==> src/rtl/sd_frame_pkg.sv <==
// Shared types and constants for the SD frame loader.
package sd_frame_pkg;

  typedef enum logic [2:0] {
    IDLE,
    WAIT_READY,
    ISSUE,
    RECV,
    FINISH
  } state_t;

  localparam int ADLER_MOD        = 65521;
  localparam int DEF_SECTOR_BYTES = 512;

  // Bits needed to index n entries; never returns less than 1.
  function automatic int clog2(input int n);
    int r;
    r = 1;
    while ((longint'(1) << r) < longint'(n)) r++;
    return r;
  endfunction

endpackage

==> src/rtl/mod65521_acc.sv <==
// Running sum modulo 65521 using only compare/subtract steps.
module mod65521_acc
  import sd_frame_pkg::*;
(
  input  logic        clk,
  input  logic        rst,
  input  logic        clr,
  input  logic        en,
  input  logic [15:0] din,
  output logic [15:0] sum
);

  logic [16:0] p_ext, p_red, s_raw;
  logic [15:0] s_nxt;

  // Pre-reduce the pixel, add, then fold the sum back below the modulus.
  always_comb begin
    p_ext = {1'b0, din};
    p_red = (p_ext >= 17'(ADLER_MOD)) ? p_ext - 17'(ADLER_MOD) : p_ext;
    s_raw = {1'b0, sum} + p_red;
    s_nxt = (s_raw >= 17'(ADLER_MOD)) ? 16'(s_raw - 17'(ADLER_MOD)) : s_raw[15:0];
  end

  // Accumulator register; clear has priority over enable.
  always_ff @(posedge clk) begin
    if (rst || clr) sum <= '0;
    else if (en)    sum <= s_nxt;
  end

endmodule

==> src/rtl/sd_frame_loader.sv <==
// Loads one frame of consecutive SD sectors into the back bank of a
// multi-bank frame buffer, then swaps the displayed bank on success.
module sd_frame_loader
  import sd_frame_pkg::*;
#(
  parameter int PIX_BYTES    = 2,
  parameter int FRAME_PIXELS = 3072,
  parameter int NUM_BANKS    = 2,
  parameter int SECTOR_BYTES = DEF_SECTOR_BYTES,
  parameter int TIMEOUT      = 1 << 20,
  localparam int PIX_W  = 8 * PIX_BYTES,
  localparam int BANK_W = clog2(NUM_BANKS),
  localparam int AW     = clog2(NUM_BANKS * FRAME_PIXELS)
) (
  input  logic              clk,
  input  logic              rst,
  input  logic              start,
  input  logic              abort,
  input  logic [31:0]       base_sector,
  output logic              busy,
  output logic              done,
  output logic              error,
  output logic [15:0]       checksum,
  output logic [BANK_W-1:0] disp_bank,
  output logic              sd_rd,
  output logic [31:0]       sd_address,
  input  logic [7:0]        sd_dout,
  input  logic              sd_byte_available,
  input  logic              sd_ready,
  output logic              wr_en,
  output logic [AW-1:0]     wr_addr,
  output logic [PIX_W-1:0]  wr_data
);

  localparam int SECTORS = FRAME_PIXELS * PIX_BYTES / SECTOR_BYTES;
  localparam int SI_W    = clog2(SECTORS);
  localparam int BC_W    = clog2(SECTOR_BYTES);
  localparam int PI_W    = clog2(FRAME_PIXELS);
  localparam int WD_W    = clog2(TIMEOUT);

  generate
    if ((FRAME_PIXELS * PIX_BYTES) % SECTOR_BYTES != 0) begin : g_bad_frame
      $error("frame size must be a whole number of sectors");
    end
    if (PIX_BYTES < 1 || PIX_BYTES > 2) begin : g_bad_pix
      $error("PIX_BYTES must be 1 or 2");
    end
    if (NUM_BANKS < 2) begin : g_bad_banks
      $error("NUM_BANKS must be at least 2");
    end
  endgenerate

  state_t            state, nxt;
  logic [31:0]       base;
  logic [BANK_W-1:0] load_bank, nxt_bank;
  logic [AW-1:0]     bank_base;
  logic [SI_W-1:0]   sector_idx;
  logic [BC_W-1:0]   byte_cnt;
  logic              pb_cnt;
  logic [PI_W-1:0]   pix_idx;
  logic              all_rcvd;
  logic [WD_W-1:0]   wd;
  logic [PIX_W-1:0]  pix_word;

  logic accept, byte_ok, sec_last, frame_last, pix_done;
  logic watching, progress, wd_fire;

  // Transaction qualifiers shared by the FSM and the datapath.
  always_comb begin
    accept     = (state == IDLE) && start && !abort;
    byte_ok    = (state == RECV) && !all_rcvd && sd_byte_available;
    sec_last   = byte_ok && (byte_cnt == BC_W'(SECTOR_BYTES - 1));
    frame_last = sec_last && (sector_idx == SI_W'(SECTORS - 1));
    pix_done   = byte_ok && ((PIX_BYTES == 1) || pb_cnt);
    watching   = (state == WAIT_READY) || ((state == RECV) && !all_rcvd);
    progress   = ((state == WAIT_READY) && sd_ready) || byte_ok;
    wd_fire    = watching && !progress && (wd == WD_W'(TIMEOUT - 1));
    nxt_bank   = (disp_bank == BANK_W'(NUM_BANKS - 1)) ? '0 : disp_bank + 1'b1;
  end

  // First byte of a pixel is the MSB; hold it until the pixel completes.
  generate
    if (PIX_BYTES == 2) begin : g_p2
      logic [7:0] hi;
      always_ff @(posedge clk) begin
        if (rst)          hi <= '0;
        else if (byte_ok) hi <= sd_dout;
      end
      assign pix_word = {hi, sd_dout};
    end else begin : g_p1
      assign pix_word = sd_dout;
    end
  endgenerate

  // State register.
  always_ff @(posedge clk) begin
    if (rst) state <= IDLE;
    else     state <= nxt;
  end

  // Next-state and strobe outputs; abort overrides everything outside IDLE.
  always_comb begin
    nxt   = state;
    busy  = (state != IDLE);
    done  = (state == FINISH);
    sd_rd = (state == ISSUE);
    case (state)
      IDLE:       if (accept) nxt = WAIT_READY;
      WAIT_READY: if (sd_ready) nxt = ISSUE;
                  else if (wd_fire) nxt = IDLE;
      ISSUE:      nxt = RECV;
      RECV:       if (all_rcvd) nxt = FINISH;
                  else if (sec_last && !frame_last) nxt = WAIT_READY;
                  else if (wd_fire) nxt = IDLE;
      FINISH:     nxt = IDLE;
      default:    nxt = IDLE;
    endcase
    if (abort && state != IDLE) nxt = IDLE;
  end

  // Counters, sector addressing, pixel writes, watchdog and status flags.
  always_ff @(posedge clk) begin
    if (rst) begin
      base       <= '0;
      load_bank  <= '0;
      bank_base  <= '0;
      sector_idx <= '0;
      byte_cnt   <= '0;
      pb_cnt     <= 1'b0;
      pix_idx    <= '0;
      all_rcvd   <= 1'b0;
      wd         <= '0;
      error      <= 1'b0;
      disp_bank  <= '0;
      sd_address <= '0;
      wr_en      <= 1'b0;
      wr_addr    <= '0;
      wr_data    <= '0;
    end else begin
      wr_en <= 1'b0;
      if (accept) begin
        base       <= base_sector;
        load_bank  <= nxt_bank;
        bank_base  <= AW'(int'(nxt_bank) * FRAME_PIXELS);
        sector_idx <= '0;
        byte_cnt   <= '0;
        pb_cnt     <= 1'b0;
        pix_idx    <= '0;
        all_rcvd   <= 1'b0;
        error      <= 1'b0;
      end
      if (state == WAIT_READY && nxt == ISSUE)
        sd_address <= base + 32'(sector_idx);
      if (byte_ok) begin
        byte_cnt <= byte_cnt + 1'b1;
        pb_cnt   <= !pix_done;
      end
      if (pix_done) begin
        wr_en   <= 1'b1;
        wr_addr <= bank_base + AW'(pix_idx);
        wr_data <= pix_word;
        pix_idx <= pix_idx + 1'b1;
      end
      if (sec_last) begin
        byte_cnt <= '0;
        if (frame_last) all_rcvd <= 1'b1;
        else            sector_idx <= sector_idx + 1'b1;
      end
      if (!watching || progress) wd <= '0;
      else                       wd <= wd + 1'b1;
      if (wd_fire && !abort) error <= 1'b1;
      // Swap on entry to FINISH so done, checksum and new bank coincide.
      if (state == RECV && nxt == FINISH) disp_bank <= load_bank;
    end
  end

  mod65521_acc u_acc (
    .clk (clk),
    .rst (rst),
    .clr (accept),
    .en  (wr_en),
    .din (16'(wr_data)),
    .sum (checksum)
  );

endmodule

==> config.mk <==
export PLATFORM = sky130hd
export DESIGN_NAME = sd_frame_loader
export DESIGN_NICKNAME = d
export VERILOG_FILES = /design/src/rtl/sd_frame_pkg.sv /design/src/rtl/mod65521_acc.sv /design/src/rtl/sd_frame_loader.sv
export SDC_FILE = /design/constraint.sdc
export NUM_CORES = 1
export LEC_CHECK = 0
export CAP_MARGIN = 40
export CORE_ASPECT_RATIO = 1.5
export CORE_MARGIN = 4
export CORE_UTILIZATION = 50
export DETAILED_ROUTE_END_ITERATION = 10
export PLACE_DENSITY = 0.85
export SYNTH_ARGS = -nofsm -noshare
export SYNTH_HDL_FRONTEND = slang
export SYNTH_SLANG_ARGS = --single-unit
==> constraint.sdc <==
create_clock -name clk -period 9.85 [get_ports clk]
set_input_delay 1.97 -clock clk [delete_from_list [all_inputs] [get_ports clk]]
set_output_delay 1.97 -clock clk [all_outputs]
set_load 0.1 [all_outputs]
# Yosys cells after proc, flatten, opt, wreduce, memory -nomap -nowiden
# Cells that the tools add are included.
# totals
latch_bits	0
out_inout_bits	83
mem_bits_rw	0
mem_count	0
register_bits	174
in_bits	46
romBits	0
# op_classes
magnitude_cmp	2
muxes	24
n_shift	0
n_mul	1
reduce_logical	32
bitwise	0
n_div	0
n_eq_ne	9
addsub	10
# op_table
op	count
32-bit by 4-bit adder with 32-bit output	1
12-bit 2-to-1 mux	2
20-bit by 1-bit adder with 20-bit output (second input constant)	1
20-bit == test (second input constant)	1
3-bit 2-to-1 mux	6
9-bit 2-to-1 mux	2
16-bit by 17-bit adder with 17-bit output	1
17-bit by 16-bit greater-or-equal comparator with 1-bit output (second input constant)	1
17-bit 2-to-1 mux	1
16-bit by 16-bit subtractor with 17-bit output (second input constant)	1
16-bit greater-or-equal comparator (second input constant)	1
16-bit 2-to-1 mux	1
16-bit subtractor (second input constant)	1
1-bit logical AND	15
13-bit by 12-bit adder with 13-bit output	1
12-bit by 1-bit adder with 12-bit output (second input constant)	1
4-bit 2-to-1 mux	3
3-bit one-hot mux with 4 select lines	1
9-bit by 1-bit adder with 9-bit output (second input constant)	1
3-bit by 2-bit == test with 1-bit output (second input constant)	3
9-bit == test (second input constant)	1
1-bit 2-to-1 mux	8
3-bit == test (second input constant)	2
1-bit zero test	6
10 further kinds	16

# Depth between registers and ports, before layout
# depth
ltp_word	14
mapped_depth	17

# Cells and area by module
# Synthesis repeated with hierarchy kept, for this count alone.
# unflattened
hier_cells	1122
hier_area_um2	9143.8
# modules_own_cells
mod	area_each_um2	seq_area_each_um2	n_inst	cells_per_inst
sd_frame_loader	6769.0	3103.0	1	807
mod65521_acc	2374.8	320.3	1	315

# Worst setup path after synthesis
# OpenSTA, ideal clock, no wires.
# synth_timing
kind	flip-flop to flip-flop
startpoint	reg wr_data[12]
endpoint	reg u_acc.sum[7]
t_required_ns	9.775
setup_ns	0.075
setup_slack_ns	4.975
n_path_buf	1
stages_incl_launch_ff	17
t_arrival_ns	4.800
synth_period_minus_slack_ns	4.875
path_cell_list	dfxtp_1 nand4_1 nor4_1 o21ai_1 a21oi_1 nor2b_1 ha_1 buf_4 and2_1 o21a_1 a2111oi_0 nor3_1 xor2_1 and3_1 a21oi_4 or4_1 a31oi_1
# synth_via
elab_chain_cells	5
elab_cells_between_ends	7
cone_classes	add/sub (3); order compare (2); mux (2)
# synth_rtl
element	line_no	rtl
start, declared	sd_frame_loader.sv:32	output logic [PIX_W-1:0] wr_data
start signal, assigned	sd_frame_loader.sv:161	wr_data <= pix_word;
16-bit by 16-bit subtractor with 17-bit output or 16-bit greater-or-equal comparator (tied branches)	mod65521_acc.sv:19	p_red = (p_ext >= 17'(ADLER_MOD)) ? p_ext - 17'(ADLER_MOD) : p_ext;
17-bit 2-to-1 mux *	mod65521_acc.sv:19	
16-bit by 17-bit adder with 17-bit output *	mod65521_acc.sv:20	s_raw = {1'b0, sum} + p_red;
17-bit by 16-bit greater-or-equal comparator with 1-bit output or 16-bit subtractor (tied branches)	mod65521_acc.sv:21	s_nxt = (s_raw >= 17'(ADLER_MOD)) ? 16'(s_raw - 17'(ADLER_MOD)) : s_raw[15:0];
16-bit 2-to-1 mux *	mod65521_acc.sv:21	
end signal, assigned	mod65521_acc.sv:27	else if (en) sum <= s_nxt;
end, declared	mod65521_acc.sv:10	output logic [15:0] sum
# Every way passes the cells marked *; elsewhere a longest branch is shown, timed or not.
# A chain may end at the register's enable or synchronous reset.

# Worst setup path in the final report
# layout_timing
startpoint	reg wr_data[10]
endpoint	reg u_acc.sum[7]
# Same word-level chain as after synthesis.

==> metrics.txt <==
Post-synth EDFFs=0; proportion of layout cells with a drive suffix above 1=11.6%; clk slew on worst S/H paths=0.07 ns; WS Path Type=reg2reg; CTS Sinks=171; FF-to-FF setup slack=4.48 ns; Avg Cell Area, Syn=7.91 sq um; Tmin final=5.37 ns; vias per cell=5.86; PnR worst setup slack=4.48 ns; Post-CTS Hold Fix Bufs=0; critical path launch point type=flop; H-Tree Level Count=4; largest net degree at the start of global routing=90; P&R area growth vs syn=41.3%; crit path from=wr_data[10]$_SDFFE_PP0P_; Setup WS pre-CTS=4.57 ns; simple-gate area share of the yosys netlist=27.5%; TritonCTS clock tree=yes; initial antenna violation count=0; Tcrit/Tclk final=54.6%; IO Port Bufs=128; antenna-violating nets left=0; R2R depth=15; routed wire length=27000 um; synth warn=0; syn_nets=1199; Critical Path Sink=u_acc.sum[7]$_SDFFE_PP0P_; Num CTS Buffers=17; mux contribution to synthesized area=1.50%; Pleak=4.70 nW; Hold Path Class=reg2reg; Setup Viol. Count Final=0; status=completed; Post-CTS Resized=0; arrival time at the worst endpoint=5.72 ns; drt pass-1 iters=5; Post-Synth Adder-Cell Area=5.06%; Worst-Margin Slew=0.882 ns; CTS max path bufs=2; Post-DP HPWL=20600 um; fin nets=1380; Cell Area, Synth=8850 sq um; number of buffers added for setup after CTS=0; FF-to-FF Start=wr_data[10]$_SDFFE_PP0P_; utilization after layout=72.1%; Max FO, Critical Path=7; fmax=186 MHz; Die X=117 um; Starting Density=51.0%; vias in the first global route=9006; Die ar.=19900 sq um; data required time at the worst endpoint=10.19 ns; fill count=1187; DP Cell Count=1494; Seq/Total Area, Yosys=38.7%; endpoints failing hold=0; Remaining Overflow, GRT=0; vias post-DR=8947; CP endpoint kind=flop; I/O pin count=129; pwr/cell area=115 nW/um^2; Slew Viols, Final=0; Worst-Skew Late Latency=0.42 ns; Synth Register Bits=171; Post-Syn Instances=1119; Core Rows=59; R2R Path End=u_acc.sum[7]$_SDFFE_PP0P_; Layout Cells excl Fill=1527; drt initial violations=805; clock skew=0.0163 ns; Remaining DRCs=0; Max Cap Viol=0; XOR/XNOR share of the synthesized area=6.24%; Netlist cell types=69; RSZ-0062 raised after global routing=no; Worst slew margin=40.7%; main combinational cell family by area after synthesis=simple AND/OR/NAND/NOR gates; Post-synth top flop=dfxtp_1; Placeable Area=17300 sq um; global-route wire length before repair=43400 um; Die Height=171 um; Root Buffer=clkbuf_16; Total Routing Usage GR=27.3%; Synth async-reset ratio=0%; Compound-Gate Fraction of Synth Area=17.5%; Routed wire per std cell=17.7 um; routability congestion estimate=0.975; setup TNS=0 ns; worst vdd ir=0.0000919 V
-- worst min-delay path by stage --
stage                                   end               startpoint  cells after the start
floorplan                  wd[0]$_SDFF_PP0_         wd[0]$_SDFF_PP0_                      1
global placement           wd[0]$_SDFF_PP0_         wd[0]$_SDFF_PP0_                      1
detailed placement         wd[0]$_SDFF_PP0_         wd[0]$_SDFF_PP0_                      1
CTS                 wr_data[9]$_SDFFE_PP0P_  g_p2.hi[1]$_SDFFE_PP0P_                      2
global route        wr_data[9]$_SDFFE_PP0P_  g_p2.hi[1]$_SDFFE_PP0P_                      2
finish              wr_data[9]$_SDFFE_PP0P_  g_p2.hi[1]$_SDFFE_PP0P_                      2
-- critical path, stage by stage (launching register included) --
cell and delay, ns:
dfxtp_1 0.37, nand4_1 0.11, nor4_1 0.56, o21ai_1 0.31, a21oi_1 0.48, nor2b_1 0.15
ha_1 0.41, a21oi_1 0.41, o211ai_1 0.26, a2111oi_0 0.43, nor3_1 0.13, xor2_1 0.47
and3_1 0.37, a21oi_4 0.13, or4_1 0.51, a31oi_1 0.17
-- per-layer routing --
metal  part of all wire [%]  wire length (um)  track usage (%)
met1                     35              9490             29.0
met2                     53             14400             50.9
met3                    6.4              1720             4.99
met4                    5.1              1380             12.9
met5                      0                 0                0
-- cells in the final DEF, fill, tap and decap left out, types with 5 or more instances in the layout --
| master | instances |
|---|---|
| nor2_1 | 124 |
| o21a_1 | 7 |
| a21oi_1 | 118 |
| inv_1 | 21 |
| clkdlybuf4s50_1 | 127 |
| nand2_1 | 194 |
| dfxtp_1 | 171 |
| nor3_1 | 14 |
| and2_1 | 13 |
| xnor2_1 | 25 |
| and3_1 | 26 |
| buf_16 | 33 |
| clkbuf_16 | 17 |
| a21o_1 | 9 |
| or3b_2 | 6 |
| mux2i_1 | 11 |
| a31oi_1 | 12 |
| buf_4 | 8 |
| buf_8 | 51 |
| nor2b_1 | 12 |
| nand3_1 | 49 |
| nand2b_1 | 8 |
| nand4_1 | 9 |
| clkinv_4 | 5 |
| o21ai_0 | 33 |
| and4_1 | 6 |
| xor2_1 | 38 |
| ha_1 | 31 |
| nand3b_1 | 13 |
| nor3b_1 | 6 |
| or3_1 | 9 |
| a211oi_1 | 34 |
| nor4_1 | 6 |
-- Yosys cell counts (5+ instances only) --
library cell / number / area [sq um]
xor2_1: 38 / 333
nor3_1: 14 / 70.1
or3b_2: 6 / 52.6
nor2b_1: 12 / 75.1
nand2b_1: 8 / 50.1
and4_1: 6 / 52.6
a31oi_1: 12 / 75.1
dfxtp_1: 171 / 3420
buf_1: 5 / 18.8
a21oi_1: 118 / 591
o21a_1: 7 / 52.6
xnor2_1: 25 / 219
o21ai_0: 33 / 165
nor4_1: 6 / 37.5
nor3b_1: 7 / 52.6
mux2i_1: 11 / 110
and3_1: 27 / 169
or3_1: 9 / 56.3
ha_1: 31 / 388
inv_1: 21 / 78.8
nand4_1: 9 / 56.3
a211oi_1: 34 / 255
a21o_1: 9 / 67.6
nor2_1: 124 / 465
clkbuf_1: 49 / 184
nand3b_1: 13 / 97.6
nand3_1: 49 / 245
nand2_1: 194 / 728
and2_1: 13 / 81.3
-- registers in the layout, indices dropped and copies added (netlist names) --
register	cells
all_rcvd	1
bank_base	1
base	32
byte_cnt	9
disp_bank	1
error	1
g_p2.hi	8
pb_cnt	1
pix_idx	12
sd_address	32
sector_idx	4
state	3
u_acc.sum	16
wd	20
wr_addr	13
wr_data	16
wr_en	1
-- per-stage QoR --
step	hold WS (ns)	total power (W)	area, sq um
6_report	0.454	0.00144	12500
5_1_grt	0.471	0.00148	12500
2_1_floorplan	0.418	0.000761	8850
3_5_place_dp	0.442	0.000803	11900
3_3_place_gp	0.429	0.000792	10200
4_1_cts	0.452	0.00145	12500
-- logic make-up after synthesis --
kind of cell	Yosys count
xor gates and xnor gates	63
buffers and inverters	79
AOI/OAI and AO/OA	248
and+or+nand+nor	511
DFF	171
muxes	13
adders and majority gates	34
-- report_power, final --
part	leakage (nW)	switching, W	internal, W
clock network	0.286	0.000314	0.000339
logic	3.03	0.0000458	0.0000355
registers	1.38	0.00000843	0.000699
total	4.70	0.000369	0.00107
-- area by class of cell --
cell class / count / area (sq um) / share of cell area (%)
multi-input cells: 869 / 5120 / 41.0
flip-flops and latches: 171 / 3420 / 27.4
repair buffers: 220 / 3030 / 24.2
clock buffers: 17 / 425 / 3.40
well taps: 213 / 267 / 2.13
clock inverters: 15 / 158 / 1.26
inverters: 21 / 78.8 / 0.631
diodes: 1 / 2.50 / 0.0200
(Power assumes the default switching activity.)
